### src/rtl/snake_pkg.sv
`default_nettype none
// ============================================================================
// Module      : snake_pkg
// Description : Shared direction type, direction constants, the opposite
//               direction rule and the reset direction for the snake game.
// Revision    : 1.0 - initial release
// ============================================================================
package snake_pkg;

    typedef logic [1:0] dir_t;

    localparam dir_t DIR_UP    = 2'b00;
    localparam dir_t DIR_DOWN  = 2'b01;
    localparam dir_t DIR_LEFT  = 2'b10;
    localparam dir_t DIR_RIGHT = 2'b11;

    // The snake starts moving right after reset.
    localparam dir_t DIR_RESET = DIR_RIGHT;

    // UP/DOWN and LEFT/RIGHT differ only in bit 0.
    function automatic dir_t opposite_dir(input dir_t d);
        return d ^ 2'b01;
    endfunction

endpackage
`default_nettype wire

### src/rtl/debounce.sv
`default_nettype none
// ============================================================================
// Module      : debounce
// Description : 2-flop synchronizer followed by a stable-level counter.
//               Emits the debounced level and a one-cycle pulse on each
//               0->1 transition of that level.
// Revision    : 1.0 - initial release
// ============================================================================
module debounce #(
    parameter int DEBOUNCE_CYCLES = 250000,
    parameter int CNT_W           = 18
) (
    input  logic clk,
    input  logic rst,
    input  logic i_sw,
    output logic o_level,
    output logic o_press
);

    localparam logic [CNT_W-1:0] c_LAST = CNT_W'(DEBOUNCE_CYCLES - 1);

    logic             r_sync1;
    logic             r_sync2;
    logic [CNT_W-1:0] r_cnt;
    logic             r_level;
    logic             r_press;
    logic             w_differ;
    logic             w_toggle;

    assign w_differ = (r_sync2 != r_level);
    assign w_toggle = w_differ && (r_cnt == c_LAST);

    // Synchronize the raw switch, count disagreeing cycles, flip when stable.
    always_ff @(posedge clk) begin
        if (rst) begin
            r_sync1 <= 1'b0;
            r_sync2 <= 1'b0;
            r_cnt   <= '0;
            r_level <= 1'b0;
            r_press <= 1'b0;
        end else begin
            r_sync1 <= i_sw;
            r_sync2 <= r_sync1;
            r_press <= w_toggle && !r_level;
            if (!w_differ || w_toggle) begin
                r_cnt <= '0;
            end else begin
                r_cnt <= r_cnt + 1'b1;
            end
            if (w_toggle) begin
                r_level <= ~r_level;
            end
        end
    end

    assign o_level = r_level;
    assign o_press = r_press;

endmodule
`default_nettype wire

### src/rtl/direction_input.sv
`default_nettype none
// ============================================================================
// Module      : direction_input
// Description : Debounces four direction switches, arbitrates press events,
//               rejects same/reverse requests and commits at most one new
//               direction per movement step.
// Revision    : 1.0 - initial release
// ============================================================================
module direction_input
    import snake_pkg::*;
#(
    parameter int DEBOUNCE_CYCLES = 250000,
    parameter int CNT_W           = 18
) (
    input  logic       clk,
    input  logic       rst,
    input  logic       sw_up,
    input  logic       sw_down,
    input  logic       sw_left,
    input  logic       sw_right,
    input  logic       refresh_tick,
    output dir_t       dir,
    output logic       dir_strobe,
    output logic [3:0] pressed
);

    // Bit order {up,down,left,right} throughout.
    logic [3:0] w_sw;
    logic [3:0] w_level;
    logic [3:0] w_press;

    assign w_sw = {sw_up, sw_down, sw_left, sw_right};

    generate
        for (genvar gi = 0; gi < 4; gi++) begin : g_sw
            debounce #(
                .DEBOUNCE_CYCLES (DEBOUNCE_CYCLES),
                .CNT_W           (CNT_W)
            ) u_debounce (
                .clk     (clk),
                .rst     (rst),
                .i_sw    (w_sw[gi]),
                .o_level (w_level[gi]),
                .o_press (w_press[gi])
            );
        end
    endgenerate

    dir_t r_dir;
    logic r_strobe;
    dir_t r_pend;
    logic r_pend_v;
    dir_t w_req;
    dir_t w_ref;
    logic w_accept;

    // Pick one press by priority and test it against the reference direction.
    always_comb begin
        w_req    = DIR_UP;
        w_ref    = r_pend_v ? r_pend : r_dir;
        w_accept = 1'b0;
        if (w_press[3]) begin
            w_req = DIR_UP;
        end else if (w_press[2]) begin
            w_req = DIR_DOWN;
        end else if (w_press[1]) begin
            w_req = DIR_LEFT;
        end else begin
            w_req = DIR_RIGHT;
        end
        if ((|w_press) && (w_req != w_ref) && (w_req != opposite_dir(w_ref))) begin
            w_accept = 1'b1;
        end
    end

    // Pending register plus commit on the movement tick; a press accepted in
    // the same cycle as a commit becomes the next pending value.
    always_ff @(posedge clk) begin
        if (rst) begin
            r_dir    <= DIR_RESET;
            r_strobe <= 1'b0;
            r_pend   <= DIR_RESET;
            r_pend_v <= 1'b0;
        end else begin
            r_strobe <= 1'b0;
            if (refresh_tick && r_pend_v) begin
                r_dir    <= r_pend;
                r_strobe <= 1'b1;
                r_pend_v <= 1'b0;
            end
            if (w_accept) begin
                r_pend   <= w_req;
                r_pend_v <= 1'b1;
            end
        end
    end

    assign dir        = r_dir;
    assign dir_strobe = r_strobe;
    assign pressed    = w_level;

endmodule
`default_nettype wire

### config.mk
export PLATFORM = sky130hd
export DESIGN_NAME = direction_input
export DESIGN_NICKNAME = d
export VERILOG_FILES = /design/src/rtl/snake_pkg.sv /design/src/rtl/debounce.sv /design/src/rtl/direction_input.sv
export SDC_FILE = /design/constraint.sdc
export NUM_CORES = 1
export LEC_CHECK = 0
export ABC_AREA = 1
export CORE_ASPECT_RATIO = 1.75
export CORE_MARGIN = 2
export CORE_UTILIZATION = 60
export CTS_CLUSTER_SIZE = 28
export DETAILED_ROUTE_END_ITERATION = 8
export HOLD_SLACK_MARGIN = 0.08
export PLACE_DENSITY_LB_ADDON = 0.12
export SKIP_CTS_REPAIR_TIMING = 1
export SYNTH_ARGS = -nofsm -noshare
export SYNTH_HDL_FRONTEND = slang
export SYNTH_SLANG_ARGS = --single-unit
### constraint.sdc
create_clock -name clk -period 4 [get_ports clk]
set_input_delay 0.6 -clock clk [delete_from_list [all_inputs] [get_ports clk]]
set_output_delay 0.6 -clock clk [all_outputs]
set_load 0.01 [all_outputs]
=== After elaboration in Yosys (flattened, before gate mapping) ===
Index checks and enable logic that the tools add are counted.

* Register bits: 94
* Input port bits: 7
* Output and inout bits: 7
* Word-level logic and storage cells: 80

* Equality and inequality tests: 10
* Bitwise logic cells: 5
* Reductions and logical operators: 29
* Multiplexer cells: 8
* Add/subtract/negate cells: 4

{| class="wikitable"
|+ Operator list
! kind !! count
|-
| 18-bit by 1-bit adder with 18-bit output (second input constant) || 4
|-
| 18-bit equality test (second input constant) || 4
|-
| 1-bit logical AND || 11
|-
| 1-bit logical NOT || 8
|-
| 2-bit OR reduction || 4
|-
| 2-bit 2-to-1 mux || 3
|-
| 1-bit 2-to-1 mux || 5
|-
| 1-bit NOT || 5
|-
| 1-bit logical OR || 4
|-
| 1-bit != test || 4
|-
| 2-bit != test || 2
|-
| 4-bit OR reduction || 1
|-
| 2-bit nonzero test || 1
|}

=== Logic depth before layout (Yosys ltp) ===
Gate-level depths: netlist of the first run.

* Depth in word-level cells: 8
* Mapped depth: 8
* Mapped depth without buffers: 8

=== By module ===
From an unflattened synthesis of the first run, not the netlist that was laid out.

* Cell total of the unflattened synthesis: 701
* Area, all modules: 5014.8 µm²

{| class="wikitable"
|+ Modules (own cells, without submodules)
! module !! times used !! seq. area each (µm²) !! cells each !! area each (µm²)
|-
| debounce || 4 || 440.4 || 166 || 1186.1
|-
| direction_input || 1 || 120.1 || 37 || 270.3
|}

=== Worst setup path after synthesis of the first run ===
Ideal clock, no wire load.

* Kind: reg2reg
* Start: reg g_sw[2].u_debounce.r_cnt[0]
* End: reg g_sw[2].u_debounce.r_cnt[15]
* Data required time: 3.885 ns
* Library setup time: 0.115 ns
* Path buffers: 1
* Arrival: 1.241 ns
* Cell stages (with the launch flop): 8
* Period minus slack after synthesis: 1.355 ns
* Setup slack: 2.645 ns
* Cells stage by stage: dfxtp_1 -> ha_1 -> nand3_2 -> nor2_1 -> nand3_2 -> nand2_4 -> buf_6 -> nor2_1

* Word-level cells in the longest chain between the ends: 4
* Elaborated cells on any way between the ends: 5
* Those cells by class: 1 x add/sub; 1 x eq/ne; 3 x reduce/logical

{| class="wikitable"
|+ Ends and longest elaborated chain
! element !! line !! source
|-
| start, declared || debounce.sv:24 || <nowiki>logic [CNT_W-1:0] r_cnt;</nowiki>
|-
| start signal, assigned || debounce.sv:48 || <nowiki>r_cnt <= r_cnt + 1'b1;</nowiki>
|-
| parallel branches: the longest is 4 deep, another holds 18-bit by 1-bit adder with 18-bit output || -- ||
|}

Several ways; the timed one is not identified.
A chain may end at the register's enable or synchronous reset.

=== Worst setup path in the final report of the first run ===
* Start: in rst
* End: reg g_sw[0].u_debounce.r_cnt[10]

* Word-level cells in the longest chain between the ends: 1

{| class="wikitable"
|+ Ends and longest elaborated chain
! element !! line !! source
|-
| start, declared || direction_input.sv:16 || <nowiki>input logic rst,</nowiki>
|-
| 2-bit OR reduction (no source line) || -- ||
|-
| end signal, assigned || debounce.sv:48 ||
|-
| end, declared || debounce.sv:24 ||
|}

No other way between the ends.

==> results.py, run 1 <==
metrics = {
    "run_status": {
        "status": "complete, no violations",
    },
    "yosys": {
        "ys_ff_latch": 94,
        "syn-cell-area_um2": 4510,
        "synth_flop_cell": "dfxtp_1",
        "seq_area_frac_synth_pct": 41.8,
        "synth_cells": 649,
        "synthArstFlopShare_pct": 0,
        "ys_warn_count": 0,
        "ys_types": 27,
        "syn_avg_cell_area_um2": 6.94,
        "synth_edf_count": 0,
        "syn_nets": 660,
    },
    "detailed_routing": {
        "initialDrtViolationCount": 265,
        "dr.pass1.iters": 4,
        "final_antenna_net_count": 0,
        "viasPerCell": 5.23,
        "met3_length_um": 229,
        "drc_errors": 0,
        "drt-wirelength-per-cell_um": 11.7,
        "highest_layer": "met4",
        "drt-total-wl_um": 8800,
        "wl_met2_um": 4670,
        "m1WireLength_um": 3670,
        "num_vias": 3942,
    },
    "global_route": {
        "grt_pass1_wl_um": 15000,
        "grt_pass1_vias": 3645,
        "antenna_found_initial": 0,
        "grt_max_degree": 19,
        "track_usage_pct": 22.0,
        "grt-ovfl-total": 0,
    },
    "critical_path": {
        "crit_fanout": 18,
        "critPathLaunchType": "input pin",
        "required_ps": 4210,
        "critPathKind": "input pin to register",
        "arrival_ps": 2290,
        "crit_path_end_kind": "register",
    },
    "sta": {
        "hold_viol_final": 0,
        "fin_tns_setup_ps": 0,
        "period_needed_ps": 2080,
        "worst_pin_slew_ps": 451,
        "rsz0062_at_grt": "no",
        "final_max_slew_viol_count": 0,
        "relSlewSlack_pct": 69.8,
        "fin_crit_sh_pct": 51.9,
        "fin_skew_ps": 5.10,
        "finalSetupViolCount": 0,
        "max_freq_ghz": 0.482,
    },
    "clock_network": {
        "htree_num_levels": 3,
        "clkLatencyLatePin_ps": 340,
        "cts_made_buffers": 9,
        "cts_sinks": 94,
        "clockBufferDepth": 2,
        "clkTransAtPathRegs_ps": 60,
        "cts_tree": "built",
        "cts_root_buf": "clkbuf_16",
    },
    "power": {
        "fin_total_pwr_mw": 1.87,
        "combPwrFrac_pct": 1.2,
        "p_clk_share_pct": 48.4,
        "p_seq_share_pct": 50.4,
        "sw_frac_of_total_pct": 19.3,
        "intPower_mw": 1.51,
        "power_leakage_nw": 1.63,
        "p_switching_uw": 361,
        "p_per_area_nw_per_um2": 376,
        "ir_drop_v": 0.000291,
    },
    "floorplan": {
        "die_w_um": 69.5,
        "die-height_um": 119,
        "die_area_um2": 8250,
        "pin_count": 14,
        "rows": 41,
        "initial_core_util_pct": 62.3,
        "core-area_um2": 7230,
    },
    "place": {
        "dpl-instance-area_um2": 4660,
        "gp_congestion": 0.891,
        "dp_hpwl_um": 6350,
        "port_buffers": 13,
    },
    "run": {
        "drv_cap": 0,
    },
    "final_layout": {
        "antenna_cells": 0,
        "area_growth_pct": 10.6,
        "nNetsFinal": 674,
        "drive_above_1_share_pct": 5.84,
        "final_area_um2": 4980,
    },
    "worst_hold_path": {
        "min_path_type": "register to register",
    },
}
==> logic make-up (layout without fill, tap and decap cells) <==
family          count (synthesis)  count (layout)  share of synthesized area, %
compound gates                 50              50                          5.78
xor+xnor                       32              32                          6.22
fa+ha+maj                       4               4                          1.11
buf+inv                        82             101                          7.75
flops                          94              94                          41.8
simple gates                  387             387                          37.4
==> state kept, by name, summed over array words and instances (netlist names), 2 cells and up <==
name	count
g_sw.u_debounce.r_cnt	72
g_sw.u_debounce.o_level	4
g_sw.u_debounce.o_press	4
g_sw.u_debounce.r_sync1	4
g_sw.u_debounce.r_sync2	4
dir	2
r_pend	2
==> cell type report <==
class                   instances  area, µm²
repair buffers                 13        130
inverters                      72        270
well taps                      86        108
flip-flops and latches         94       1880
clock inverters                 4       70.1
multi-input cells             473       2270
fillers                       636       2250
clock buffers                  12        246
==> cell usage in the layout, fill, tap and decap left out, drive strengths merged, types with 12 or more instances in the layout <==
cell type and count:
clkdlybuf4s50 13, xor2 21, o21ai 12, clkbuf 12, nor2 153, dfxtp 94
nand3 53, nand2 150, inv 72, a21oi 34
==> power by group through the flow <==
stage	Combinational [mW]	Clock (mW)	Sequential (mW)
2_1_floorplan	0.0163	0	0.964
3_3_place_gp	0.0232	0	0.965
3_5_place_dp	0.0238	0	0.965
4_1_cts	0.0238	0.926	0.944
5_1_grt	0.0269	0.957	0.944
6_report	0.0234	0.907	0.944
==> worst max-delay path: stages <==
cell and delay, ps:
clkdlybuf4s50_1 750, inv_1 310, and2_1 260, nand2_2 280
a21oi_1 90
==> Yosys cell counts, types with 3 or more instances <==
master    number  area (µm²)
nand2_1      145         544
nor2_1       144         541
dfxtp_1       94        1880
inv_1         72         270
nand3_1       46         230
a21oi_1       34         170
xor2_1        21         184
o21ai_0       12        60.1
nand4_1       11        68.8
xnor2_1       11        96.3
nor2_2         8        50.1
nand3_2        7        70.1
or2_0          6        37.5
buf_4          5        37.5
and2_1         4        25.0
ha_1           4        50.1
nand3b_1       4        30.0
or2_2          4        25.0
buf_6          3        33.8
nand2_2        3        18.8
==> final timing paths <==
| path | from | to | slack (ps) | cells past startpoint |
|---|---|---|---|---|
| max | rst | g_sw[0].u_debounce.r_cnt[10]$_SDFF_PP0_ | 1920 | 5 |
| min | g_sw[1].u_debounce.r_sync1$_SDFF_PP0_ | g_sw[1].u_debounce.r_sync2$_SDFF_PP0_ | 400 | 2 |
| max reg2reg | g_sw[0].u_debounce.r_cnt[0]$_SDFF_PP0_ | g_sw[0].u_debounce.r_cnt[10]$_SDFF_PP0_ | 2470 | 6 |
| min reg2reg | g_sw[1].u_debounce.r_sync1$_SDFF_PP0_ | g_sw[1].u_debounce.r_sync2$_SDFF_PP0_ | 400 | 2 |
==> metrics by stage <==
step | hold WS (ps) | cells | util, % | worst slack (ps)
after floorplan | 388 | 649 | - | 2640
after global placement | 392 | 738 | 64.5 | 1610
after detailed placement | 394 | 738 | 64.5 | 1530
after CTS | 402 | 754 | 68.9 | 1900
after global routing | 415 | 754 | 68.9 | 1780
final | 402 | 754 | 68.9 | 1920
==> layer usage <==
metal | GRT usage, % | vias up
li1 | - | 2054
met1 | 23.3 | 1792
met2 | 40.9 | 72
met3 | 4.60 | 24
met4 | 9.44 | 0
met5 | 0 | -
Note: power is estimated with default switching activity, not from simulation.
==> inputs of run 2 (changes only) <==
--- a/config.mk
+++ b/config.mk
@@ -8,7 +8,7 @@
 export ABC_AREA = 1
 export CORE_ASPECT_RATIO = 1.75
 export CORE_MARGIN = 2
-export CORE_UTILIZATION = 60
+export CORE_UTILIZATION = 55
 export CTS_CLUSTER_SIZE = 28
 export DETAILED_ROUTE_END_ITERATION = 8
 export HOLD_SLACK_MARGIN = 0.08
==> constraint.sdc (replaced) <==
create_clock -name clk -period 1.8 [get_ports clk]
set_input_delay 0.27 -clock clk [delete_from_list [all_inputs] [get_ports clk]]
set_output_delay 0.27 -clock clk [all_outputs]
set_load 0.01 [all_outputs]
==> results.py, run 2 (synthesis gave the netlist of run 1 again) <==
metrics = {
    "run_status": {
        "status": "complete, no violations",
    },
    "global_route": {
        "track_usage_pct": 20.8,
        "grt_pass1_wl_um": 14900,
        "grt_pass1_vias": 3667,
        "grt-ovfl-total": 0,
        "antenna_found_initial": 0,
        "grt_max_degree": 19,
    },
    "critical_path": {
        "rr_endpoint": "g_sw[0].u_debounce.r_cnt[15]$_SDFF_PP0_",
        "rrSetupSlack_ps": 290,
        "crit_buf_inv": 1,
        "cp_num_cells": 1,
        "critPathLaunchType": "register",
        "path_delay_family": "buffers and inverters",
        "rr_worst_depth": 6,
        "endpoint": "pressed[1]",
        "timing.rr.start": "g_sw[0].u_debounce.r_cnt[0]$_SDFF_PP0_",
        "critPathLaunch": "g_sw[1].u_debounce.o_level$_SDFFE_PP0P_",
        "crit_path_end_kind": "output pin",
        "arrival_ps": 1320,
        "required_ps": 1530,
        "cp_slowest_stage_delay_ps": 570,
        "crit_fanout": 4,
        "critPathKind": "register to output pin",
        "path_cells": "clkdlybuf4s50_1",
        "crit_path_top_delay_cell": "clkdlybuf4s50_1",
    },
    "final_layout": {
        "final_cells": 761,
        "final_cell_mix": "nand2_1, nor2_1, dfxtp_1",
        "final_common_cell": "nand2_1",
        "post-route-util_pct": 62.9,
        "antenna_cells": 0,
        "largest_reg_flops": 72,
        "area_growth_pct": 11.2,
        "drive_above_1_share_pct": 6.26,
        "final_area_um2": 5010,
        "nNetsFinal": 677,
        "fillers": 749,
        "top_register": "g_sw.u_debounce.r_cnt",
    },
    "run": {
        "drv_cap": 0,
    },
    "sta": {
        "period_needed_ps": 1590,
        "final_max_slew_viol_count": 0,
        "fin_skew_ps": 5.40,
        "layout_setup_ws_ps": 208,
        "hold_viol_final": 0,
        "rsz0062_at_grt": "no",
        "max_freq_ghz": 0.628,
        "fin_tns_setup_ps": 0,
        "relSlewSlack_pct": 77.0,
        "finalSetupViolCount": 0,
        "fin_crit_sh_pct": 88.4,
        "worst_pin_slew_ps": 341,
    },
    "place": {
        "port_buffers": 13,
        "dpl-instance-area_um2": 4690,
        "dp_cells": 745,
        "dpl_worst_slack_ps": 207,
        "dp_hpwl_um": 6380,
        "gp_congestion": 0.837,
    },
    "floorplan": {
        "core-area_um2": 7960,
        "die_area_um2": 8960,
        "pin_count": 14,
        "rows": 43,
        "initial_core_util_pct": 56.6,
        "die_w_um": 72.4,
        "die-height_um": 124,
    },
    "clock_network": {
        "cts_root_buf": "clkbuf_16",
        "cts_sinks": 94,
        "clkLatencyLatePin_ps": 340,
        "cts_made_buffers": 9,
        "htree_num_levels": 3,
        "clockBufferDepth": 2,
        "cts_tree": "built",
        "clkTransAtPathRegs_ps": 60,
    },
    "detailed_routing": {
        "num_vias": 3918,
        "wl_met2_um": 4460,
        "met3_length_um": 218,
        "dr.pass1.iters": 5,
        "drt-total-wl_um": 8660,
        "drt-wirelength-per-cell_um": 11.4,
        "highest_layer": "met4",
        "drc_errors": 0,
        "viasPerCell": 5.15,
        "m1WireLength_um": 3700,
        "final_antenna_net_count": 0,
        "initialDrtViolationCount": 228,
    },
    "worst_hold_path": {
        "min_path_type": "register to register",
    },
    "power": {
        "ir_drop_v": 0.000555,
        "p_per_area_nw_per_um2": 832,
        "power_leakage_nw": 1.65,
    },
}
[run 2: cell types whose count changed in the layout (fill, tap and decap cells not counted), sizes merged]
cell,change
buf,+3
[run 2: layout make-up]
type / count / area (µm²) / share of cell area (%)
Clock buffer: 12 / 246 / 4.92
Timing Repair Buffer: 16 / 153 / 3.05
Clock inverter: 4 / 70.1 / 1.40
Sequential cell: 94 / 1880 / 37.6
Inverter: 72 / 270 / 5.40
Tap cell: 90 / 113 / 2.25
Multi-Input combinational cell: 473 / 2270 / 45.4
[run 2: per-layer routing]
| layer | vias up | track usage, % |
|---|---|---|
| met1 | 1768 | 22.6 |
| met5 | - | 0 |
| met2 | 68 | 37.9 |
| met4 | 0 | 11.3 |
| li1 | 2060 | - |
| met3 | 22 | 2.91 |
[run 2: how the worst min path moves through the flow]
stage / from / endpoint / slack, ps / cells past startpoint
global placement: g_sw[1].u_debounce.r_sync1$_SDFF_PP0_ / g_sw[1].u_debounce.r_sync2$_SDFF_PP0_ / 390 / 2
global route: g_sw[2].u_debounce.r_sync1$_SDFF_PP0_ / g_sw[2].u_debounce.r_sync2$_SDFF_PP0_ / 420 / 2
CTS: g_sw[1].u_debounce.r_sync1$_SDFF_PP0_ / g_sw[1].u_debounce.r_sync2$_SDFF_PP0_ / 400 / 2
detailed placement: g_sw[1].u_debounce.r_sync1$_SDFF_PP0_ / g_sw[1].u_debounce.r_sync2$_SDFF_PP0_ / 400 / 2
finish: g_sw[2].u_debounce.r_sync1$_SDFF_PP0_ / g_sw[2].u_debounce.r_sync2$_SDFF_PP0_ / 400 / 2
floorplan: rst / dir[1]$_SDFFE_PP1P_ / 370 / 2
[run 2: power breakdown]
part           internal [mW]  leakage (nW)  switching [mW]
Combinational         0.0255         0.731          0.0324
Sequential              2.09         0.759         0.00706
Clock                   1.25         0.157           0.762
[run 2: worst register-to-register path: stages, from the launching register on]
cell and delay, ps:
dfxtp_1 370, ha_1 220, nand3_2 130, nor2_1 140, nand3_1 130, nand2_2 300, nor2_1 100
[run 2: stage by stage]
stage                     hold WS (ps)  total power, mW
after global placement             389             2.20
after CTS                          405             4.21
after floorplan                    370             2.18
after detailed placement           396             2.20
final                              403             4.17
after global routing               422             4.30
==> inputs of run 3 (changes only) <==
--- a/config.mk
+++ b/config.mk
@@ -6,7 +6,6 @@
 export NUM_CORES = 1
 export LEC_CHECK = 0
 export ABC_AREA = 1
-export CORE_ASPECT_RATIO = 1.75
 export CORE_MARGIN = 2
 export CORE_UTILIZATION = 55
 export CTS_CLUSTER_SIZE = 28
==> results.py, run 3 (synthesis gave the netlist of run 1 again) <==
metrics = {
    "worst_hold_path": {
        "holdPathStages": 2,
        "min_path_type": "register to register",
    },
    "final_layout": {
        "fillers": 793,
        "nNetsFinal": 677,
        "post-route-util_pct": 60.5,
        "final_cell_mix": "nand2_1, nor2_1, dfxtp_1",
        "final_cells": 776,
        "top_register": "g_sw.u_debounce.r_cnt",
        "largest_reg_flops": 72,
        "drive_above_1_share_pct": 6.56,
        "final_common_cell": "nand2_1",
        "area_growth_pct": 8.66,
        "antenna_cells": 0,
    },
    "critical_path": {
        "critPathKind": "register to output pin",
        "arrival_ps": 1350,
        "crit_path_top_delay_cell": "clkdlybuf4s50_1",
        "path_cells": "clkdlybuf4s50_1",
        "cp_slowest_stage_delay_ps": 560,
        "rrSetupSlack_ps": 220,
        "required_ps": 1530,
        "path_delay_family": "buffers and inverters",
        "crit_path_end_kind": "output pin",
        "cp_num_cells": 1,
        "rr_worst_depth": 6,
        "crit_fanout": 4,
        "crit_buf_inv": 1,
        "critPathLaunchType": "register",
    },
    "global_route": {
        "grt_max_degree": 19,
        "grt_pass1_vias": 3571,
        "antenna_found_initial": 0,
        "grt_pass1_wl_um": 15000,
        "track_usage_pct": 20.7,
        "grt-ovfl-total": 0,
    },
    "clock_network": {
        "cts_sinks": 94,
        "cts_made_buffers": 9,
        "htree_num_levels": 3,
        "clockBufferDepth": 2,
        "clkTransAtPathRegs_ps": 100,
        "clkLatencyLatePin_ps": 370,
        "cts_root_buf": "clkbuf_8",
        "cts_tree": "built",
    },
    "floorplan": {
        "initial_core_util_pct": 55.7,
        "die_w_um": 94.5,
        "pin_count": 14,
        "rows": 33,
        "core-area_um2": 8090,
        "die_area_um2": 8930,
        "die-height_um": 94.5,
    },
    "sta": {
        "fin_skew_ps": 15.5,
        "finalSetupViolCount": 0,
        "relSlewSlack_pct": 76.4,
        "fin_crit_sh_pct": 89.9,
        "max_freq_ghz": 0.618,
        "fin_tns_setup_ps": 0,
        "rsz0062_at_grt": "no",
        "period_needed_ps": 1620,
        "hold_viol_final": 0,
        "final_max_slew_viol_count": 0,
        "worst_pin_slew_ps": 353,
        "layout_setup_ws_ps": 182,
        "hold_ws_ps": 407,
    },
    "run_status": {
        "status": "complete, no violations",
    },
    "detailed_routing": {
        "drt-total-wl_um": 8590,
        "num_vias": 3878,
        "initialDrtViolationCount": 116,
        "met3_length_um": 260,
        "drt-wirelength-per-cell_um": 11.1,
        "final_antenna_net_count": 0,
        "dr.pass1.iters": 5,
        "m1WireLength_um": 4110,
        "highest_layer": "met4",
        "wl_met2_um": 4070,
        "viasPerCell": 5.00,
        "drc_errors": 0,
    },
    "place": {
        "dpl_worst_slack_ps": 184,
        "dp_cells": 760,
        "gp_congestion": 0.855,
        "port_buffers": 13,
        "dp_hpwl_um": 6340,
    },
    "power": {
        "p_per_area_nw_per_um2": 709,
        "ir_drop_v": 0.000385,
        "power_leakage_nw": 1.58,
    },
    "run": {
        "drv_cap": 0,
    },
}
run 3: cell count changes in the layout (fill, tap and decap cells not counted):
| cell | change |
|---|---|
| clkinv_4 | +1 |
| clkbuf_16 | -9 |
| clkbuf_8 | +10 |
| clkinvlp_4 | +2 |
| clkbuf_1 | -2 |
| bufinv_16 | -2 |
run 3: final timing paths:
check | endpoint | startpoint
max | pressed[0] | g_sw[0].u_debounce.o_level$_SDFFE_PP0P_
min | g_sw[1].u_debounce.r_sync2$_SDFF_PP0_ | g_sw[1].u_debounce.r_sync1$_SDFF_PP0_
max reg2reg | g_sw[0].u_debounce.r_cnt[2]$_SDFF_PP0_ | g_sw[0].u_debounce.r_cnt[0]$_SDFF_PP0_
min reg2reg | g_sw[1].u_debounce.r_sync2$_SDFF_PP0_ | g_sw[1].u_debounce.r_sync1$_SDFF_PP0_
run 3: metrics by stage:
| step | total power, mW | area, µm² |
|---|---|---|
| after global routing | 3.60 | 4900 |
| after global placement | 2.20 | 4710 |
| after detailed placement | 2.21 | 4710 |
| after floorplan | 2.18 | 4510 |
| after CTS | 3.51 | 4900 |
| final | 3.47 | 4900 |
run 3: per-layer routing:
metal | GRT usage, % | up-vias
met5 | 0 | -
li1 | - | 2051
met1 | 26.5 | 1766
met3 | 3.11 | 11
met2 | 35.1 | 50
met4 | 8.45 | 0
run 3: cell type report:
| type | instances | area [µm²] | share of cell area (%) |
|---|---|---|---|
| clock buffers | 11 | 151 | 3.09 |
| flip-flops and latches | 94 | 1880 | 38.4 |
| clock inverters | 5 | 33.8 | 0.690 |
| well taps | 105 | 131 | 2.68 |
| repair buffers | 16 | 153 | 3.12 |
| inverters | 72 | 270 | 5.52 |
| multi-input cells | 473 | 2270 | 46.5 |
run 3: report_power, final:
group          switching [mW]  internal (mW)  leakage [nW]
Clock                   0.742          0.575        0.0913
Combinational          0.0337         0.0255         0.731
Sequential            0.00704           2.09         0.759
Total                   0.783           2.69          1.58
